### config.mk
export PLATFORM = sky130hd
export DESIGN_NAME = cpu_bus_arbiter
export DESIGN_NICKNAME = d
export VERILOG_FILES = /design/src/rtl/cpu_bus_arbiter.sv
export SDC_FILE = /design/constraint.sdc
export NUM_CORES = 1
export LEC_CHECK = 0
export BUFFER_PORTS_ARGS = -buffer_cell sky130_fd_sc_hd__buf_2
export CAP_MARGIN = 20
export CORE_AREA = 2 2 148 136
export CTS_CLUSTER_SIZE = 10
export DETAILED_ROUTE_END_ITERATION = 8
export DIE_AREA = 0 0 150 138
export MAX_ROUTING_LAYER = met4
export PLACE_DENSITY = 0.7
export SLEW_MARGIN = 5
export SYNTH_ARGS = -nofsm -noshare
export SYNTH_HDL_FRONTEND = slang
export SYNTH_SLANG_ARGS = --single-unit
### constraint.sdc
create_clock -name clk -period 3.4 [get_ports clk]
set_input_delay 0.51 -clock clk [delete_from_list [all_inputs] [get_ports clk]]
set_output_delay 0.51 -clock clk [all_outputs]
set_load 0.02 [all_outputs]
### src/rtl/cpu_bus_arbiter.sv
// Arbitrates the single external req/ack memory bus between the fetch port and the MEM-stage data port.
// Raises stall requests while a port waits, holds returned data while stalled, and aborts on flush or timeout.
module cpu_bus_arbiter #(
  parameter int IF_STALL_BIT  = 1,
  parameter int MEM_STALL_BIT = 4,
  parameter int TIMEOUT       = 1023
) (
  input  logic        clk,
  input  logic        reset_n,
  input  logic [5:0]  stall,
  input  logic        flush,
  input  logic        if_req,
  input  logic [31:0] if_addr,
  output logic [31:0] if_rdata,
  output logic        if_stallreq,
  input  logic        mem_req,
  input  logic        mem_we,
  input  logic [3:0]  mem_sel,
  input  logic [31:0] mem_addr,
  input  logic [31:0] mem_wdata,
  output logic [31:0] mem_rdata,
  output logic        mem_stallreq,
  output logic        bus_cyc,
  output logic        bus_we,
  output logic [3:0]  bus_sel,
  output logic [31:0] bus_addr,
  output logic [31:0] bus_wdata,
  input  logic [31:0] bus_rdata,
  input  logic        bus_ack,
  output logic        bus_timeout
);

  typedef enum logic [2:0] {
    IDLE   = 3'd0,
    I_BUSY = 3'd1,
    D_BUSY = 3'd2,
    I_HOLD = 3'd3,
    D_HOLD = 3'd4
  } state_t;

  localparam logic [9:0] CNT_LAST = 10'(TIMEOUT - 1);
  localparam logic [2:0] IF_BIT   = 3'(IF_STALL_BIT);
  localparam logic [2:0] MEM_BIT  = 3'(MEM_STALL_BIT);

  state_t      state_r, state_next_s;
  logic [9:0]  cnt_r, cnt_next_s;
  logic [31:0] if_hold_r, if_hold_next_s;
  logic [31:0] mem_hold_r, mem_hold_next_s;
  logic        bus_cyc_r, bus_cyc_next_s;
  logic        bus_we_r, bus_we_next_s;
  logic [3:0]  bus_sel_r, bus_sel_next_s;
  logic [31:0] bus_addr_r, bus_addr_next_s;
  logic [31:0] bus_wdata_r, bus_wdata_next_s;
  logic        busy_s, ack_s, timeout_s;

  assign busy_s    = (state_r == I_BUSY) || (state_r == D_BUSY);
  // Flush outranks both ack and timeout, so neither is seen in a flush cycle.
  assign ack_s     = busy_s & bus_ack & ~flush;
  assign timeout_s = busy_s & ~bus_ack & ~flush & (cnt_r == CNT_LAST);

  // Next-state and next-value logic for the FSM, bus launch registers, counter and hold registers.
  always_comb begin
    state_next_s     = state_r;
    cnt_next_s       = cnt_r;
    if_hold_next_s   = if_hold_r;
    mem_hold_next_s  = mem_hold_r;
    bus_cyc_next_s   = bus_cyc_r;
    bus_we_next_s    = bus_we_r;
    bus_sel_next_s   = bus_sel_r;
    bus_addr_next_s  = bus_addr_r;
    bus_wdata_next_s = bus_wdata_r;
    case (state_r)
      IDLE: begin
        if (flush) begin
          state_next_s = IDLE;
        end else if (mem_req) begin
          state_next_s     = D_BUSY;
          cnt_next_s       = 10'd0;
          bus_cyc_next_s   = 1'b1;
          bus_we_next_s    = mem_we;
          bus_sel_next_s   = mem_sel;
          bus_addr_next_s  = mem_addr;
          bus_wdata_next_s = mem_wdata;
        end else if (if_req) begin
          state_next_s     = I_BUSY;
          cnt_next_s       = 10'd0;
          bus_cyc_next_s   = 1'b1;
          bus_we_next_s    = 1'b0;
          bus_sel_next_s   = 4'hF;
          bus_addr_next_s  = if_addr;
          bus_wdata_next_s = 32'd0;
        end else begin
          state_next_s = IDLE;
        end
      end
      I_BUSY, D_BUSY: begin
        if (flush) begin
          state_next_s   = IDLE;
          bus_cyc_next_s = 1'b0;
          cnt_next_s     = 10'd0;
        end else if (bus_ack) begin
          bus_cyc_next_s = 1'b0;
          cnt_next_s     = 10'd0;
          if (state_r == D_BUSY) begin
            mem_hold_next_s = bus_rdata;
            state_next_s    = stall[MEM_BIT] ? D_HOLD : IDLE;
          end else begin
            if_hold_next_s = bus_rdata;
            state_next_s   = stall[IF_BIT] ? I_HOLD : IDLE;
          end
        end else if (cnt_r == CNT_LAST) begin
          state_next_s   = IDLE;
          bus_cyc_next_s = 1'b0;
          cnt_next_s     = 10'd0;
        end else begin
          cnt_next_s = cnt_r + 10'd1;
        end
      end
      I_HOLD: begin
        if (flush || !stall[IF_BIT]) state_next_s = IDLE;
        else                         state_next_s = I_HOLD;
      end
      D_HOLD: begin
        if (flush || !stall[MEM_BIT]) state_next_s = IDLE;
        else                          state_next_s = D_HOLD;
      end
      default: begin
        state_next_s   = IDLE;
        bus_cyc_next_s = 1'b0;
        cnt_next_s     = 10'd0;
      end
    endcase
  end

  // State, counter, hold and bus-output registers with synchronous active-low reset.
  always_ff @(posedge clk) begin
    if (!reset_n) begin
      state_r     <= IDLE;
      cnt_r       <= 10'd0;
      if_hold_r   <= 32'd0;
      mem_hold_r  <= 32'd0;
      bus_cyc_r   <= 1'b0;
      bus_we_r    <= 1'b0;
      bus_sel_r   <= 4'd0;
      bus_addr_r  <= 32'd0;
      bus_wdata_r <= 32'd0;
    end else begin
      state_r     <= state_next_s;
      cnt_r       <= cnt_next_s;
      if_hold_r   <= if_hold_next_s;
      mem_hold_r  <= mem_hold_next_s;
      bus_cyc_r   <= bus_cyc_next_s;
      bus_we_r    <= bus_we_next_s;
      bus_sel_r   <= bus_sel_next_s;
      bus_addr_r  <= bus_addr_next_s;
      bus_wdata_r <= bus_wdata_next_s;
    end
  end

  // Port read data: live bus data on the ack cycle, held data while stalled, zero otherwise.
  always_comb begin
    if_rdata  = 32'd0;
    mem_rdata = 32'd0;
    if ((state_r == I_BUSY) && ack_s) if_rdata = bus_rdata;
    else if (state_r == I_HOLD)       if_rdata = if_hold_r;
    else                              if_rdata = 32'd0;
    if ((state_r == D_BUSY) && ack_s) mem_rdata = bus_rdata;
    else if (state_r == D_HOLD)       mem_rdata = mem_hold_r;
    else                              mem_rdata = 32'd0;
  end

  assign if_stallreq  = if_req & ~flush & ~((state_r == I_BUSY) & (bus_ack | timeout_s))
                        & ~(state_r == I_HOLD);
  assign mem_stallreq = mem_req & ~flush & ~((state_r == D_BUSY) & (bus_ack | timeout_s))
                        & ~(state_r == D_HOLD);

  assign bus_cyc     = bus_cyc_r;
  assign bus_we      = bus_we_r;
  assign bus_sel     = bus_sel_r;
  assign bus_addr    = bus_addr_r;
  assign bus_wdata   = bus_wdata_r;
  assign bus_timeout = timeout_s;

endmodule

After elaboration in Yosys (flattened, before gate mapping)
Cells that the tools add are included.
{ "totals": {"input_bits": 145, "out_inout_bits": 137, "regBits": 147, "word_cells": 94} }
{ "classes": {"reduce_logical": 16, "addsub": 1, "muxes": 38, "bitwise_logic": 22, "n_eq_ne": 8} }
{ "op_table": {"columns": ["cell", "count"], "rows": [
  ["32-bit 2-to-1 mux", 8],
  ["10-bit 2-to-1 mux", 6],
  ["10-bit one-hot mux with 3 select lines", 1],
  ["3-bit 2-to-1 mux", 6],
  ["1-bit AND", 13],
  ["3-bit one-hot mux with 4 select lines", 1],
  ["4-bit AND reduction", 3],
  ["10-bit by 1-bit adder with 10-bit output, second input constant", 1],
  ["10-bit equality test, second input constant", 1],
  ["1-bit 2-to-1 mux", 9],
  ["2-bit 2-to-1 mux", 4],
  ["4-bit 2-to-1 mux", 2],
  ["1-bit NOT", 8],
  ["3-bit by 2-bit equality test with 1-bit output, second input constant", 2],
  ["3-bit AND reduction", 2],
  ["4-bit != test, second input constant", 1],
  ["2-bit OR reduction", 2],
  ["3-bit by 1-bit equality test with 1-bit output, second input constant", 1],
  ["3-bit equality test, second input constant", 1],
  ["3-bit logical NOT", 1],
  ["1-bit logical OR", 3],
  ["3-bit != test, second input constant", 1],
  ["1-bit one-hot mux with 3 select lines", 1],
  ["1-bit logical AND", 2],
  ["4 further kinds", 5]
]} }

Logic depth before layout (Yosys ltp)
{ "depth": {"ltp_word": 10, "depth_mapped": 7, "depth_no_buf": 7} }

Least setup slack after synthesis
Ideal clock, no wire load.
{ "synth_timing": {"path_kind": "input to output", "from": "input port flush", "to": "output port if_stallreq", "path_buffers": 1, "path_stages": 5, "path_slack_ns": 0.663, "arrival_ns": 2.227, "required_ns": 2.890, "cell_sequence": "buf_2 > or3_1 > nor4_1 > o311a_1 > nor3b_1"} }
{ "synth_between": {"elab_chain_len": 8, "word_cells_on_any_way": 9, "classes_between": "bitwise (9)"} }
{ "synth_rtl": {"columns": ["item", "line_no", "text"], "rows": [
  ["from (decl)", "11", "input logic flush,"],
  ["1-bit NOT (no line)", null, null],
  ["1-bit AND (2 in series)", "59", "assign timeout_s = busy_s & ~bus_ack & ~flush & (cnt_r == CNT_LAST);"],
  ["net bus_timeout", "30", "output logic bus_timeout"],
  ["1-bit OR", "172", "assign if_stallreq = if_req & ~flush & ~((state_r == I_BUSY) & (bus_ack | timeout_s))"],
  ["1-bit AND", "172", null],
  ["1-bit NOT", "172", null],
  ["1-bit AND", "172", null],
  ["1-bit AND", "173", "& ~(state_r == I_HOLD);"],
  ["to (decl)", "15", "output logic if_stallreq,"]
]} }
The timed path passes the listed nets, and every way through them passes these cells.

Worst setup path in the final report
{ "layout_timing": {"from": "register state_r[0]", "to": "output port if_rdata[29]"} }
{ "layout_between": {"elab_chain_len": 6, "word_cells_on_any_way": 9, "classes_between": "eq/ne (3); mux (2); bitwise (2); reduce/logical (2)"} }
{ "layout_rtl": {"columns": ["item", "line_no", "text"], "rows": [
  ["from (decl)", "45", "state_t state_r, state_next_s;"],
  ["from (signal assigned)", "148", "state_r <= state_next_s;"],
  ["3-bit by 1-bit equality test with 1-bit output or 3-bit by 2-bit equality test with 1-bit output (tied branches)", "56, 164", null],
  ["1-bit logical OR", "56", "assign busy_s = (state_r == I_BUSY) || (state_r == D_BUSY);"],
  ["1-bit AND (2 in series)", "58", "assign ack_s = busy_s & bus_ack & ~flush;"],
  ["1-bit logical AND", "164", "if ((state_r == I_BUSY) && ack_s) if_rdata = bus_rdata;"],
  ["32-bit 2-to-1 mux *", "164", null],
  ["to (decl)", "14", "output logic [31:0] if_rdata,"]
]} }
Mark *: on every way between the ends. The rest lies on a longest branch, timed or not.

==> metrics.yaml <==
clock_network:
  clockBufferDepth: 2
  cts_buffers: 17
  htree_levels: 4
  cts_setup_buffers: 0
  cts_tree: "built"
  clk_pin_slew_ns: 0.06
  cts_resized: 0
  insertion_delay_ns: 0.42
  clock-sinks: 147
  cts-hold-fix-buffers: 0
  cts_root_buf: "clkbuf_16"
logic_synthesis:
  synth_fp_nets: 967
  synthFlopType: "dfxtp_1"
  yosysSeqAreaShare_pct: 44.5
  yosysTopAreaCell: "dfxtp_1"
  ys_types: 38
  synthTopCellsByCount: "206 x nand2_1, 147 x dfxtp_1, 99 x a21boi_0"
  syn_avg_cell_area_um2: 8.07
  synth-edff-count: 0
  yosys_warnings: 0
  async_flop_share_pct: 0
  synth_top_cells_by_area: "dfxtp_1 44%, nand2_1 12%, a21boi_0 11%"
  synth_top_area_share_pct: 44.5
  synth_seq_cells: 147
  synth_cells: 820
  synth.most_common_cell: "nand2_1"
  synth.cell_area_mm2: 0.00662
floorplan:
  die_x_um: 150
  ios: 282
  die_h_um: 138
  core_region_area_mm2: 0.0194
  initial_core_util_pct: 34.2
  rows: 49
  die-area_mm2: 0.0207
placed_design:
  dpl.hpwl_um: 14000
  place.gp.congestion: 0.813
  dpl.cell_count: 1302
  numPortBuffers: 277
global_route:
  grt_pass1_vias: 6035
  grt_pass1_wl_um: 30800
  antenna_found_initial: 4
  track_usage_pct: 19.4
  grt_max_degree: 69
  grt_overflow_total: 0
finish:
  utilization_pct: 45.1
  synthToLayoutAreaGrowth_pct: 32.0
  drive_gt1_share_pct: 30.3
  layout.nets: 1213
  fin_cells: 1337
  num-fill-cells: 1931
power:
  power.density_mw_per_mm2: 474
  leakagePower_nw: 4.07
  vdd_drop_max_mv: 0.320
route:
  ant_nets: 0
  wire_per_inst_um: 14.8
  dr.pass1.iters: 5
  viasPerCell: 4.76
  drtIter0Drc: 318
  dr_total_vias: 6370
  drc: 0
  drt_wl_total_um: 19700
setup_path:
  setup.worst_path.start_class: "flip-flop"
  crit_path_top_delay_cell: "and3_1"
  cp.arrival_ns: 2.51
  end_kind: "primary output"
  critical_path_peak_fanout: 21
  critPathRequiredTime_ns: 2.89
  cpPeakStageDelay_ns: 0.53
  worstPathCellList: "nor2b_1 -> and3_1 -> buf_4 -> nand2_1 -> o21ai_0 -> buf_2"
  criticalPathCategory: "reg2out"
timing:
  hold_viol_final: 0
  rsz0062_at_grt: "false"
  slew_headroom_pct: 41.1
  worstMarginPinSlew_ns: 0.881
  tns_ns: 0
  timing.fmax_ghz: 0.332
  maxSlewViolCount: 0
  period_needed_ns: 3.02
  clock_skew_ns: 0.0101
  fin_crit_sh_pct: 88.7
  setup_viol: 0
  whs_ns: 0.311
run:
  drv_cap: 0
worst_hold_path:
  hp-class: "in2reg"
outcome:
  outcome: "finished, final reports clean"
layout make-up:
type                       instances  area [um2]  share of cell area [%]
timing repair buffer             290        1490                    17.0
tap                              255         319                    3.65
sequential                       147        2940                    33.7
multi-input combinational        543        3160                    36.2
inverter                          67         251                    2.88
antenna                            3        7.51                  0.0859
clock buffer                      17         425                    4.87
clock inverter                    15         141                    1.62
cell families (layout without fill, tap and decap cells):
kind of cell	after synthesis	count (layout)	share of synthesized area, %
AO/OA/AOI/OAI	216	216	23.1
XOR/XNOR	9	9	1.19
adder cells (fa/ha/maj)	2	2	0.378
buffers and inverters	130	389	7.90
flip-flops	147	147	44.5
multiplexers	32	32	4.84
other	0	3	0
AND/OR/NAND/NOR	284	284	18.1
cells in the final DEF, fill, tap and decap left out, drive strengths merged, types with 2 or more instances in the layout:
cell type and count:
nor2b 4, clkbuf 17, nor4 3, o211a 33
buf 290, mux2i 32, nand4 3, inv 75
a21boi 103, diode 3, ha 2, nand2 206
xor2 8, clkinv 6, and3 4, nor2 15
dfxtp 147, o21ai 73, nand3 43
worst paths after layout:
| check | startpoint | end | slack, ns | cells past startpoint |
|---|---|---|---|---|
| setup reg to reg | state_r[2] | cnt_r[5] | 1.18 | 6 |
| hold / removal | stall[4] | state_r[2] | 0.31 | 2 |
| setup / recovery | state_r[0] | if_rdata[29] | 0.38 | 6 |
| hold reg to reg | bus_sel[2] | bus_sel[2] | 0.45 | 2 |
through the flow:
step                power [W]  setup slack (ns)  instance area [um2]
floorplan             0.00216             0.663                 6620
global placement      0.00235             0.705                 8160
detailed placement    0.00236             0.692                 8160
CTS                   0.00419             0.378                 8730
global route          0.00431             0.199                 8740
finish                0.00414             0.384                 8740
registers in the layout, summed over array words and instances (netlist names):
signal / count
bus_addr: 32
bus_wdata: 32
if_hold_r: 32
mem_hold_r: 32
cnt_r: 10
bus_sel: 4
state_r: 3
bus_cyc: 1
bus_we: 1
power breakdown:
part	internal (W)	total (W)	switching, W
registers	0.00179	0.00183	0.0000362
logic	0.000202	0.000496	0.000295
clock network	0.000972	0.00182	0.000850
total	0.00296	0.00414	0.00118
critical path, delay by kind of cell (launching register included):
family / cells / cell delay, ns
AND/OR/NAND/NOR: 3 / 0.87
AO/OA/AOI/OAI: 1 / 0.12
flip-flops: 1 / 0.50
buffers and inverters: 2 / 0.59
routing by layer:
layer  GRT usage [%]  up-vias  wire length [um]
met5               -        -                 0
met4            6.06        0               380
met3            5.87       29              1460
met2            32.0      225              9410
met1            22.6     2895              8480
li1                -     3221                 -
Note: power is estimated with default switching activity, not from simulation.
